===== src/rtl/bcd_down_counter_pkg.sv =====
// Shared BCD types, constants and helpers for the BCD down counter.
package bcd_down_counter_pkg;

    localparam int unsigned BCD_WIDTH = 4;
    localparam logic [3:0]  BCD_MAX   = 4'd9;

    typedef logic [BCD_WIDTH-1:0] bcd_digit_t;

    // Non-BCD nibbles (A..F) saturate to 9 so the count never holds an illegal digit.
    function automatic bcd_digit_t clamp_bcd(input logic [BCD_WIDTH-1:0] value);
        return (value > BCD_MAX) ? BCD_MAX : bcd_digit_t'(value);
    endfunction

endpackage


===== src/rtl/bcd_down_digit.sv =====
// One BCD decade of the down counter: loads, decrements, and borrows to the next decade.
module bcd_down_digit
    import bcd_down_counter_pkg::*;
(
    input  logic       clk,
    input  logic       r,
    input  logic       load,
    input  bcd_digit_t load_digit,
    input  logic       dec_in,
    input  logic       wrap_en,
    output bcd_digit_t digit,
    output logic       is_zero,
    output logic       borrow_out
);

    bcd_digit_t digit_q;

    // A zero digit under decrement rolls to 9 only when wrap_en allows it; otherwise it holds.
    always_ff @(posedge clk) begin
        if (!r) begin
            digit_q <= '0;
        end else if (load) begin
            digit_q <= clamp_bcd(load_digit);
        end else if (dec_in) begin
            if (digit_q == '0) begin
                digit_q <= wrap_en ? BCD_MAX : '0;
            end else begin
                digit_q <= digit_q - bcd_digit_t'(1);
            end
        end
    end

    assign digit      = digit_q;
    assign is_zero    = (digit_q == '0);
    assign borrow_out = dec_in & is_zero;

endmodule


===== src/rtl/bcd_down_counter.sv =====
// Multi-digit synchronous BCD down counter with registered terminal-count and wrap pulses.
module bcd_down_counter
    import bcd_down_counter_pkg::*;
#(
    parameter int unsigned DIGITS       = 2,
    parameter bit          STOP_AT_ZERO = 1'b1
) (
    input  logic                          clk,
    input  logic                          r,
    input  logic                          en,
    input  logic                          load,
    input  logic [BCD_WIDTH*DIGITS-1:0]   load_val,
    output logic [BCD_WIDTH*DIGITS-1:0]   count,
    output logic                          zero,
    output logic                          tc,
    output logic                          wrap
);

    bcd_digit_t        digit_val [DIGITS];
    logic [DIGITS-1:0] digit_zero;
    logic [DIGITS:0]   dec_chain;
    logic              wrap_en;
    logic              upper_zero;
    logic              count_is_one;
    logic              tc_q;
    logic              wrap_q;

    assign dec_chain[0] = en;
    assign zero         = &digit_zero;
    // In stop mode a fully-zero count must not roll over, so every digit is told to hold at 0.
    assign wrap_en      = !(STOP_AT_ZERO && zero);

    for (genvar i = 0; i < DIGITS; i++) begin : g_digit
        bcd_down_digit u_digit (
            .clk        (clk),
            .r          (r),
            .load       (load),
            .load_digit (load_val[i*BCD_WIDTH +: BCD_WIDTH]),
            .dec_in     (dec_chain[i]),
            .wrap_en    (wrap_en),
            .digit      (digit_val[i]),
            .is_zero    (digit_zero[i]),
            .borrow_out (dec_chain[i+1])
        );
        assign count[i*BCD_WIDTH +: BCD_WIDTH] = digit_val[i];
    end

    always_comb begin
        upper_zero = 1'b1;
        for (int i = 1; i < DIGITS; i++) begin
            upper_zero = upper_zero & digit_zero[i];
        end
    end

    assign count_is_one = upper_zero && (digit_val[0] == bcd_digit_t'(1));

    // A borrow out of the top digit means the whole count was zero while enabled.
    always_ff @(posedge clk) begin
        if (!r) begin
            tc_q   <= 1'b0;
            wrap_q <= 1'b0;
        end else if (load) begin
            tc_q   <= 1'b0;
            wrap_q <= 1'b0;
        end else begin
            tc_q   <= en && count_is_one;
            wrap_q <= dec_chain[DIGITS] && !STOP_AT_ZERO;
        end
    end

    assign tc   = tc_q;
    assign wrap = wrap_q;

endmodule

===== config.mk =====
export PLATFORM = sky130hd
export DESIGN_NAME = bcd_down_counter
export DESIGN_NICKNAME = d
export VERILOG_FILES = /design/src/rtl/bcd_down_counter_pkg.sv /design/src/rtl/bcd_down_digit.sv /design/src/rtl/bcd_down_counter.sv
export SDC_FILE = /design/constraint.sdc
export NUM_CORES = 1
export LEC_CHECK = 0
export BUFFER_PORTS_ARGS = -buffer_cell sky130_fd_sc_hd__buf_4
export CAP_MARGIN = 20
export CORE_AREA = 2 2 39 41
export DETAILED_ROUTE_END_ITERATION = 10
export DIE_AREA = 0 0 41 43
export GPL_ROUTABILITY_DRIVEN = 0
export GPL_TIMING_DRIVEN = 0
export PLACE_DENSITY_LB_ADDON = 0.08
export SLEW_MARGIN = 0
export SYNTH_ARGS = -nofsm -noshare
export SYNTH_HDL_FRONTEND = slang
export SYNTH_SLANG_ARGS = --single-unit

===== constraint.sdc =====
create_clock -name clk -period 3.4 [get_ports clk]
set_input_delay 0.68 -clock clk [delete_from_list [all_inputs] [get_ports clk]]
set_output_delay 0.68 -clock clk [all_outputs]
set_load 0.1 [all_outputs]

After elaboration in Yosys (flattened, before gate mapping)
Index checks and enable logic that the tools add are counted.

Bits of input ports: 12. Register bits: 9. Logic and storage cells: 27.

Bitwise operators: 2. Equality and inequality tests: 1. Reductions and logical operators: 8. Magnitude comparators: 2. $add $sub $neg: 2. Muxes and demuxes: 9.

Operators with widths (number): 4-bit 2-to-1 mux (9); 4-bit > comparator (second input constant) (2); 4-bit zero test (2); 4-bit by 1-bit subtractor with 4-bit output (second input constant) (2); 4-bit by 1-bit == test with 1-bit output (second input constant) (1); 2-bit nonzero test (2); 1-bit logical AND (2); 2-bit AND reduction (1); 2-bit OR reduction (1); 1-bit AND (1); 1-bit inverter (1).

Depth between registers and ports, before layout
Gate-level depths: netlist of the first run.

Depth after elaboration: 6. Gate-level depth with buffers: 4.

Cells and area by module
Synthesis of the first run repeated with hierarchy kept, for this count alone.

Cell total of the unflattened synthesis: 64. Area, all modules: 563.0 um2.

By module, submodules not included: bcd_down_digit (instances 2, area each 249.0 um2, cells an instance 28); bcd_down_counter (instances 1, area each 65.1 um2, cells an instance 8).

Worst setup path before layout of the first run
Ideal clock, no wire load.

Path type: register -> output. Start: register g_digit[1].u_digit.digit_q[0]. End: output zero. Data arrival time: 2.640 ns. Cell stages (with the launch flop): 4. Path buffers: 0. Slack: 0.080 ns. Cells stage by stage: dfxtp_1 > nor4_1 > nand2_1 > nor2_1.

Cells in the longest elaborated chain, start to end: 2.

RTL lines: start, declared (line bcd_down_digit.sv:16) `bcd_digit_t digit_q;`; start signal, assigned (line bcd_down_digit.sv:23) `digit_q <= clamp_bcd(load_digit);`; start signal, assigned (line bcd_down_digit.sv:26) `digit_q <= wrap_en ? BCD_MAX : '0;`; start signal, assigned (line bcd_down_digit.sv:28) `digit_q <= digit_q - bcd_digit_t'(1);`; 4-bit zero test (line bcd_down_digit.sv:34) `assign is_zero = (digit_q == '0);`; 2-bit AND reduction (line bcd_down_counter.sv:29) `assign zero = &digit_zero;`; end, declared (line bcd_down_counter.sv:14) `output logic zero,`.

Every way passes these cells.

Worst setup path after layout of the first run
Ends and elaborated chain as after synthesis.

==> metrics.txt, run 1 <==
NetSw between 100 and 150 µW; CTS tree done; Final Max Slew Viols 0; wire length of the first global-routing pass between 2 and 2.5 mm; nets 105; Clock Power Share 0.245; via count a little under 600; Worst setup EP type output pin; synthesized instance count about 70; footprint of the multi-input gates about 330 µm²; layout cells sized above 1 0.3043; setup TNS 0 ns; routed vias/inst 5.463; max cap viols 0; Internal roughly 200 µW; worst skew pair latency between 0.2 and 0.3 ns; most common cell after layout, fill and taps aside buf_4; Worst slew margin 0.6181; ant diodes 0; worst path cell trace nor4_1 -> nand2_1 -> nor2_1 -> buf_4; peak supply drop roughly 0.00023 V; Tot GR Track Use 0.1673; cts bufs inserted 3; # DRC 0; largest family of logic cells by synthesized area compound AO/OA/AOI/OAI gates; Synth Area in Simple Gates 0.2851; clock tree buffer depth 2; DR pass1 iterations 3; vias in the first global route 484; Top Metal Used met4; worst path arrival time between 1.5 and 2 ns; RSZ-0062 raised after global routing no; Rows 14; CTS resizes 0; CTS Root Cell clkbuf_4; Reg area between 150 and 200 µm²; Synth Warn # 0; Synth Area in XOR/XNOR 0; Mapped Avg Cell Area approximately 8 µm²; Tcrit/Tclk final 0.7156; met3 wire len around 65 µm; Synth Area in Compound Gates 0.3009; Detail Placement HPWL 960 µm; Post-Synth Adder-Cell Area 0; syn_nets 80; Die Area roughly 1800 µm²; Worst-Margin Slew about 0.57 ns; final hold violations 0; sw frac 0.4225; wl on met1 approximately 650 µm; Syn Std Cell Area ~550 µm²; initial antenna violation count 0; largest net degree at the start of global routing 11; status complete, no violations; fillers roughly 140; Top Ports 23; clk sinks 9; hold buffers post-CTS 0; Die Width 41 µm; Post-synth EDFFs 0; critical-path maximum fanout 9; Setup Buffers After CTS 0; post-synthesis mux area share 0; slowest stage delay, CP approximately 0.56 ns; ys async rst share 0; Critical Path RT about 2.7 ns; Comb power frac 0.394; fmax between 0.4 and 0.5 GHz; critical path class reg -> out; total wire length around 1.2 mm; Antenna Nets Post-Route 0; Post-synth top flop dfxtp_1; hold slack final 0.5207 ns; DRT iter0 DRCs 4; IO Port Bufs 20; Die H between 40 and 50 µm; Initial Util 0.3996; Leakage 0.0003218 µW; Finished Core Util 0.5416; register share of total power 0.361; Worst Hold Class reg -> reg; Area Overhead vs Synth 35.52%; Startpoint Class flip-flop; routed len/inst 11.53 µm; pwr dens around 460 nW/µm²; sequential fraction of the synthesis area 0.3258; FF+latch count, synth 9; Worst-path clk slew roughly 0.060 ns; Worst Skew around 0.006 ns; gr ovfl total 0; distinct cell type count after synthesis 35; htree depth 1; commonest non-fill, non-tap cells in the layout 21 x buf_4, 9 x dfxtp_1, 7 x o21ai_0, 4 x inv_1; core box area around 1400 µm²; met2 WL post-DR around 500 µm; # setup viols final 0; CP max-delay cell nor4_1; Tmin final approximately 2.4 ns
-- per-stage QoR --
step / worst slack (ns) / total power (µW) / cells / area [µm²]
6_report: 0.9671 / 341.1 / 108 / 749.5
5_1_grt: 0.7872 / 359.8 / 108 / 749.5
4_1_cts: 0.9328 / 342.1 / 108 / 749.5
3_5_place_dp: 1.232 / 260.0 / 104 / 723.2
3_3_place_gp: 1.185 / 260.1 / 104 / 723.2
2_1_floorplan: 0.07981 / 227.8 / 68 / 553.0
-- final timing paths --
check                                   start                           to  slack (ns)  depth (start not counted)
setup / recovery  g_digit[1].u_digit.digit[0]                         zero        0.97                          4
hold / removal    g_digit[0].u_digit.digit[0]                           tc        0.52                          2
setup reg to reg  g_digit[1].u_digit.digit[0]  g_digit[0].u_digit.digit[0]        1.86                          3
hold reg to reg   g_digit[0].u_digit.digit[0]                           tc        0.52                          2
-- cells in the mapped netlist, types with 2 or more instances --
cell,instances,area share
dfxtp_1,9,0.33
o21ai_0,7,0.063
inv_1,4,0.027
nand2_1,3,0.020
nor2_1,3,0.020
nor3_1,3,0.027
o311a_1,3,0.054
a21oi_1,2,0.018
a31oi_1,2,0.023
clkbuf_1,2,0.014
nand3b_1,2,0.027
nand4_1,2,0.023
nor2b_1,2,0.023
nor4_1,2,0.023
o31a_1,2,0.032
-- final cells by class --
type / count / share of cell area
plain buffers: 5 / 0.04007
clock buffers: 4 / 0.03506
inverters: 4 / 0.02003
multi-input cells: 50 / 0.4374
flip-flops and latches: 9 / 0.2404
well taps: 16 / 0.02671
repair buffers: 20 / 0.2003
-- cell families after synthesis --
| logic type | count (synthesis) |
|---|---|
| flip-flops | 9 |
| other | 1 |
| buffers and inverters | 9 |
| AO/OA/AOI/OAI | 23 |
| AND/OR/NAND/NOR | 26 |
-- registers in the layout, indices dropped and copies added (netlist names) --
register / cells
g_digit.u_digit.digit: 8
tc: 1
-- worst max-delay path: cells and delay by family, from the launching register on --
family	cells	cell delay [ns]
buf+inv	1	0.29
flops	1	0.38
simple gates	3	0.82
-- power groups by stage --
stage          sequential, µW  clock, µW  combinational (µW)
3_5_place_dp              125          0                 135
4_1_cts                   123       84.1                 135
6_report                  123       83.4                 134
2_1_floorplan             174          0                54.1
3_3_place_gp              125          0                 135
5_1_grt                   125       92.3                 142
-- routing by layer --
| layer | up-vias | global-route usage |
|---|---|---|
| met4 | 0 | 0.1267 |
| li1 | 309 | - |
| met3 | 5 | 0.03665 |
| met2 | 19 | 0.1781 |
| met5 | - | 0 |
| met1 | 257 | 0.2704 |
Note: power is estimated with default switching activity, not from simulation.
==> inputs of run 2 (changes only) <==
- clock period: 3.4 -> 2.4 ns (I/O delays scaled with it)
==> run 2 against run 1 <==
Die area is the same. Highest routed layer unchanged. Setup slack lost 0.72 ns. Hold slack worse by 0.027 ns. Combinational power up 45%. First-iteration DRC count grew to 3.5 times the previous value. Wire length up 1.7%. Power rose by 43%. Sequential power is 43% higher. Register-to-register slack got worse by 1.0 ns.
==> metrics.txt, run 2 (synthesized netlist as in run 1, its figures left out) <==
CP top delay family simple AND/OR/NAND/NOR gates; cts bufs inserted 3 (unchanged); Die Width 41 µm (unchanged); total wire length 1.266 mm (+1.7%); Worst Hold Class in -> reg; Area Overhead vs Synth 38.01%; Die Area 1763 µm² (unchanged); Placed Cells 104 (unchanged); CP max-delay cell nor4_2; sw frac 0.4244 (+0.001855); WHS Path Cells 3 (+1); core box area 1384 µm² (unchanged); register share of total power 0.360 (about the same); Clock Power Share 0.242 (-0.003); Internal 281.2 µW (+43%); clock tree buffer depth 2 (unchanged); critical path class reg -> out; Detail Placement HPWL 965.6 µm (+0.58%); max cap viols 0 (unchanged); depth of the most critical reg-to-reg path 4 (+1); Tot GR Track Use 0.1712 (+0.003860); footprint of the multi-input gates 341.6 µm² (+4.2%); final std cells w/o fill 108 (unchanged); Rows 14 (unchanged); WP buf/inv 1 (unchanged); NetSw 207.3 µW (+44%); slowest stage delay, CP 0.44 ns (-0.12 ns); ant diodes 0 (unchanged); largest net degree at the start of global routing 11 (unchanged); wire length of the first global-routing pass 2.111 mm (+3.0%); Largest register FFs 8 (unchanged); Hold Startpoint load_val[7]; Tcrit/Tclk final 0.8974; Leakage 0.0003226 µW (+0.26%); capturing point of the worst reg2reg path g_digit[1].u_digit.digit[1]; Antenna Nets Post-Route 0 (unchanged); FF-to-FF setup slack 0.84 ns (-1.02 ns); Final Max Slew Viols 0 (unchanged); initial antenna violation count 0 (unchanged); fmax around 0.46 GHz; DR pass1 iterations 4 (+1); RR Startpoint g_digit[0].u_digit.digit[0]; htree depth 1 (unchanged); peak supply drop 0.0003580 V (+55%); Worst Skew 0.006077 ns (-0.00005302 ns); setup TNS 0 ns (unchanged); most common cell after layout, fill and taps aside buf_4; via count 579 (-1.9%); CTS tree done; worst path cell trace nor4_2 -> nand2_1 -> nor2_4 -> buf_4; IO Port Bufs 20 (unchanged); # DRC 0 (unchanged); DRT iter0 DRCs 14 (+10); Die H 43 µm (unchanged); status complete, no violations; Comb power frac 0.398 (+0.004); RSZ-0062 raised after global routing no; CTS Root Cell clkbuf_4; worst skew pair latency 0.26 ns (about the same); Reg area 180.2 µm² (unchanged); # setup viols final 0 (unchanged); vias in the first global route 479 (-1.0%); Finished Core Util 0.5515 (+0.009946); hold buffers post-CTS 0 (unchanged); Critical Path RT 1.92 ns (-0.80 ns); final hold violations 0 (unchanged); WHS Endpoint g_digit[1].u_digit.digit[3]; worst path arrival time 1.67 ns (-0.08 ns); critical-path maximum fanout 9 (unchanged); pwr dens 640.1 nW/µm² (+41%); CTS resizes 0 (unchanged); fillers 139 (unchanged); Top Ports 23 (unchanged); commonest non-fill, non-tap cells in the layout 21 x buf_4, 9 x dfxtp_1, 7 x o21ai_0, 4 x inv_1; Startpoint Class flip-flop; clk sinks 9 (unchanged); nets 105 (unchanged); Worst setup EP type output pin; Tmin final roughly 2.2 ns; routed len/inst 11.72 µm (+1.7%); layout cells sized above 1 0.3261 (+0.02174); Initial Util 0.3996 (unchanged); Setup Buffers After CTS 0 (unchanged); routed vias/inst 5.361 (-1.9%); Worst-path clk slew 0.06 ns (about the same); gr ovfl total 0 (unchanged)
[run 2: worst max path at each step]
stage / startpoint / depth (start not counted) / slack (ns) / endpoint
final: g_digit[1].u_digit.digit[0] / 4 / 0.25 / zero
after floorplan: g_digit[1].u_digit.digit[0] / 3 / 0.06 / zero
after global routing: g_digit[1].u_digit.digit[0] / 4 / 0.13 / zero
after global placement: g_digit[1].u_digit.digit[0] / 4 / 0.49 / zero
after detailed placement: g_digit[1].u_digit.digit[0] / 4 / 0.52 / zero
after CTS: g_digit[1].u_digit.digit[0] / 4 / 0.23 / zero
[run 2: power by group through the flow]
stage / combinational [µW] / sequential (µW) / clock, µW
after floorplan: 80.3 / 248 / 0
after global placement: 194 / 179 / 0
after detailed placement: 195 / 179 / 0
after CTS: 195 / 176 / 124
after global routing: 206 / 179 / 130
final: 194 / 176 / 118
[run 2: final cells by class]
class | count | share of cell area
Timing Repair Buffer | 20 | 0.1967
Tap cell | 16 | 0.02623
Buffer | 5 | 0.03934
Multi-Input combinational cell | 50 | 0.4475
Inverter | 4 | 0.01967
Sequential cell | 9 | 0.2361
Clock buffer | 4 | 0.03443
[run 2: tightest hold or removal path: stages]
cell     delay [ns]
buf_4          0.12
nand2_1        0.05
a21oi_1        0.05
[run 2: stage by stage]
stage | area, µm² | power (µW) | setup slack (ns) | hold WS (ns)
after CTS | 763.2 | 494.5 | 0.2336 | 0.4821
final | 763.2 | 488.6 | 0.2463 | 0.4936
after detailed placement | 737.0 | 374.0 | 0.5229 | 0.5445
after global placement | 737.0 | 373.3 | 0.4946 | 0.5369
after floorplan | 566.8 | 328.0 | 0.06172 | 0.6137
after global routing | 763.2 | 514.9 | 0.1297 | 0.5080
[run 2: per-layer routing]
layer / wire, µm / part of all wire / global-route usage / up-vias
met5: 0 / 0 / 0 / -
met2: 534 / 0.42 / 0.1938 / 22
met1: 636 / 0.50 / 0.2922 / 249
met3: 84 / 0.066 / 0.03141 / 2
met4: 10 / 0.0079 / 0.08000 / 0
li1: - / - / - / 306
==> inputs of run 3 (changes only) <==
==> constraint.sdc (replaced) <==
create_clock -name clk -period 2.4 [get_ports clk]
set_input_delay 0.12 -clock clk [delete_from_list [all_inputs] [get_ports clk]]
set_output_delay 0.12 -clock clk [all_outputs]
set_load 0.1 [all_outputs]
==> run 3 against run 2 <==
Sequential cell count is the same. Non-clock buffer count unchanged. Sequential share of layout area up 0.35 points. Sequential power hardly changed. Design area shrank 1.5%. Die area unchanged. Combinational power barely moved. Critical path type unchanged. Highest routed layer unchanged.
==> metrics.txt, run 3 (synthesized netlist as in run 1, its figures left out) <==
status complete, no violations; Setup Buffers After CTS 0 (unchanged); clock tree buffer depth 2 (unchanged); Worst setup EP type output pin; htree depth 1 (unchanged); CTS tree done; Tmin final 1.980 ns (-0.1732 ns); layout cells sized above 1 0.3152 (-0.01087); setup TNS 0 ns (unchanged); Startpoint Class flip-flop; CTS resizes 0 (unchanged); Worst-Margin Slew 0.6762 ns; most common cell after layout, fill and taps aside buf_4; worst path arrival time 1.86 ns (+0.19 ns); RSZ-0062 raised after global routing no; IO Port Bufs 20 (unchanged); vias in the first global route 491 (+2.5%); CP startpoint g_digit[1].u_digit.digit[0]; # DRC 0 (unchanged); Rows 14 (unchanged); Worst-path clk slew 0.06 ns (about the same); Worst Hold Class in -> reg; max cap viols 0 (unchanged); total wire length 1.279 mm (+1.0%); final hold violations 0 (unchanged); Setup WS post-layout 0.4196 ns (+0.1732 ns); Largest register FFs 8 (unchanged); hold buffers post-CTS 0 (unchanged); Top Ports 23 (unchanged); Worst Skew 0.002246 ns (-0.003831 ns); Final Max Slew Viols 0 (unchanged); fmax 0.5049 GHz (+8.7%); DRT iter0 DRCs 10 (-4); Tcrit/Tclk final 0.8252 (-0.07218); Leakage 0.0003216 µW (-0.32%); wire length of the first global-routing pass 2.083 mm (-1.3%); Antenna Nets Post-Route 0 (unchanged); DR pass1 iterations 4 (unchanged); clk sinks 9 (unchanged); commonest non-fill, non-tap cells in the layout 21 x buf_4, 9 x dfxtp_1, 7 x o21ai_0, 4 x inv_1; pre-CTS setup slack 0.7196 ns (+0.1968 ns); worst skew pair latency 0.26 ns (about the same); nets 105 (unchanged); # setup viols final 0 (unchanged); initial antenna violation count 0 (unchanged); cts bufs inserted 3 (unchanged); hold slack final 0.1315 ns (-0.3621 ns); pwr dens 647.0 nW/µm² (+1.1%); capturing point of the worst reg2reg path g_digit[0].u_digit.digit[0]; Worst slew margin 0.5451; FF-to-FF setup slack 0.77 ns (-0.07 ns); Die Width 41 µm (unchanged); via count 587 (+1.4%); critical-path maximum fanout 9 (unchanged); depth of the most critical reg-to-reg path 3 (-1); Worst Setup EP zero; fillers 148 (+6.5%); core box area 1384 µm² (unchanged); Die H 43 µm (unchanged); critical path class reg -> out; Tot GR Track Use 0.1710 (-0.0001722); gr ovfl total 0 (unchanged); CTS Root Cell clkbuf_4; Detail Placement HPWL 975.4 µm (+1.0%); routed vias/inst 5.435 (+1.4%); Area Overhead vs Synth 35.97%; largest net degree at the start of global routing 11 (unchanged); routed len/inst 11.84 µm (+1.0%); ant diodes 0 (unchanged); Initial Util 0.3996 (unchanged); Die Area 1763 µm² (unchanged); peak supply drop 0.0003392 V (-5.2%); RR Startpoint g_digit[1].u_digit.digit[0]; Critical Path RT 2.28 ns (+0.36 ns)
-- run 3: where the power goes --
group	switching, µW	total (µW)	leakage, µW	internal, µW
clock network	55.4	120	0.0000150	64.2
logic	136	192	0.000232	55.6
registers	15.5	175	0.0000744	159
-- run 3: area by class of cell --
cell class / count / area [µm²] / area share
Multi-Input combinational cell: 50 / 330.3 / 0.4393
Sequential cell: 9 / 180.2 / 0.2396
Timing Repair Buffer: 20 / 150.1 / 0.1997
Buffer: 5 / 30.03 / 0.03993
Clock buffer: 4 / 26.28 / 0.03494
Tap cell: 16 / 20.02 / 0.02662
Inverter: 4 / 15.01 / 0.01997
-- run 3: worst max-delay path: stages (launching register included) --
cell     delay [ns]
dfxtp_1        0.38
nor4_1         0.64
nand2_1        0.17
nor2_2         0.11
buf_4          0.29
-- run 3: routing by layer --
layer  vias up  global-route usage  wire length (µm)
met5         -                   0                 0
met4         0              0.1000                25
met3         5             0.03141                82
met2        20              0.2031               536
met1       257              0.2718               635
li1        305                   -                 -
-- run 3: worst min-delay path by stage --
stage                                        endpoint  slack [ns]         from  cells after the start
after floorplan           g_digit[1].u_digit.digit[3]        0.25  load_val[7]                      2
after global placement    g_digit[1].u_digit.digit[3]        0.41  load_val[7]                      3
after detailed placement  g_digit[1].u_digit.digit[3]        0.40  load_val[7]                      3
after CTS                 g_digit[1].u_digit.digit[3]        0.13  load_val[7]                      3
after global routing      g_digit[1].u_digit.digit[3]        0.16  load_val[7]                      3
final                     g_digit[1].u_digit.digit[3]        0.13  load_val[7]                      3
-- run 3: metrics by stage --
| stage | cells | utilization | area, µm² | total power [µW] |
|---|---|---|---|---|
| finish | 108 | 0.5434 | 752.0 | 486.5 |
| global route | 108 | 0.5434 | 752.0 | 509.2 |
| CTS | 108 | 0.5434 | 752.0 | 487.9 |
| detailed placement | 104 | 0.5244 | 725.7 | 369.8 |
| global placement | 104 | 0.5244 | 725.7 | 369.1 |
| floorplan | 68 | - | 555.5 | 323.7 |
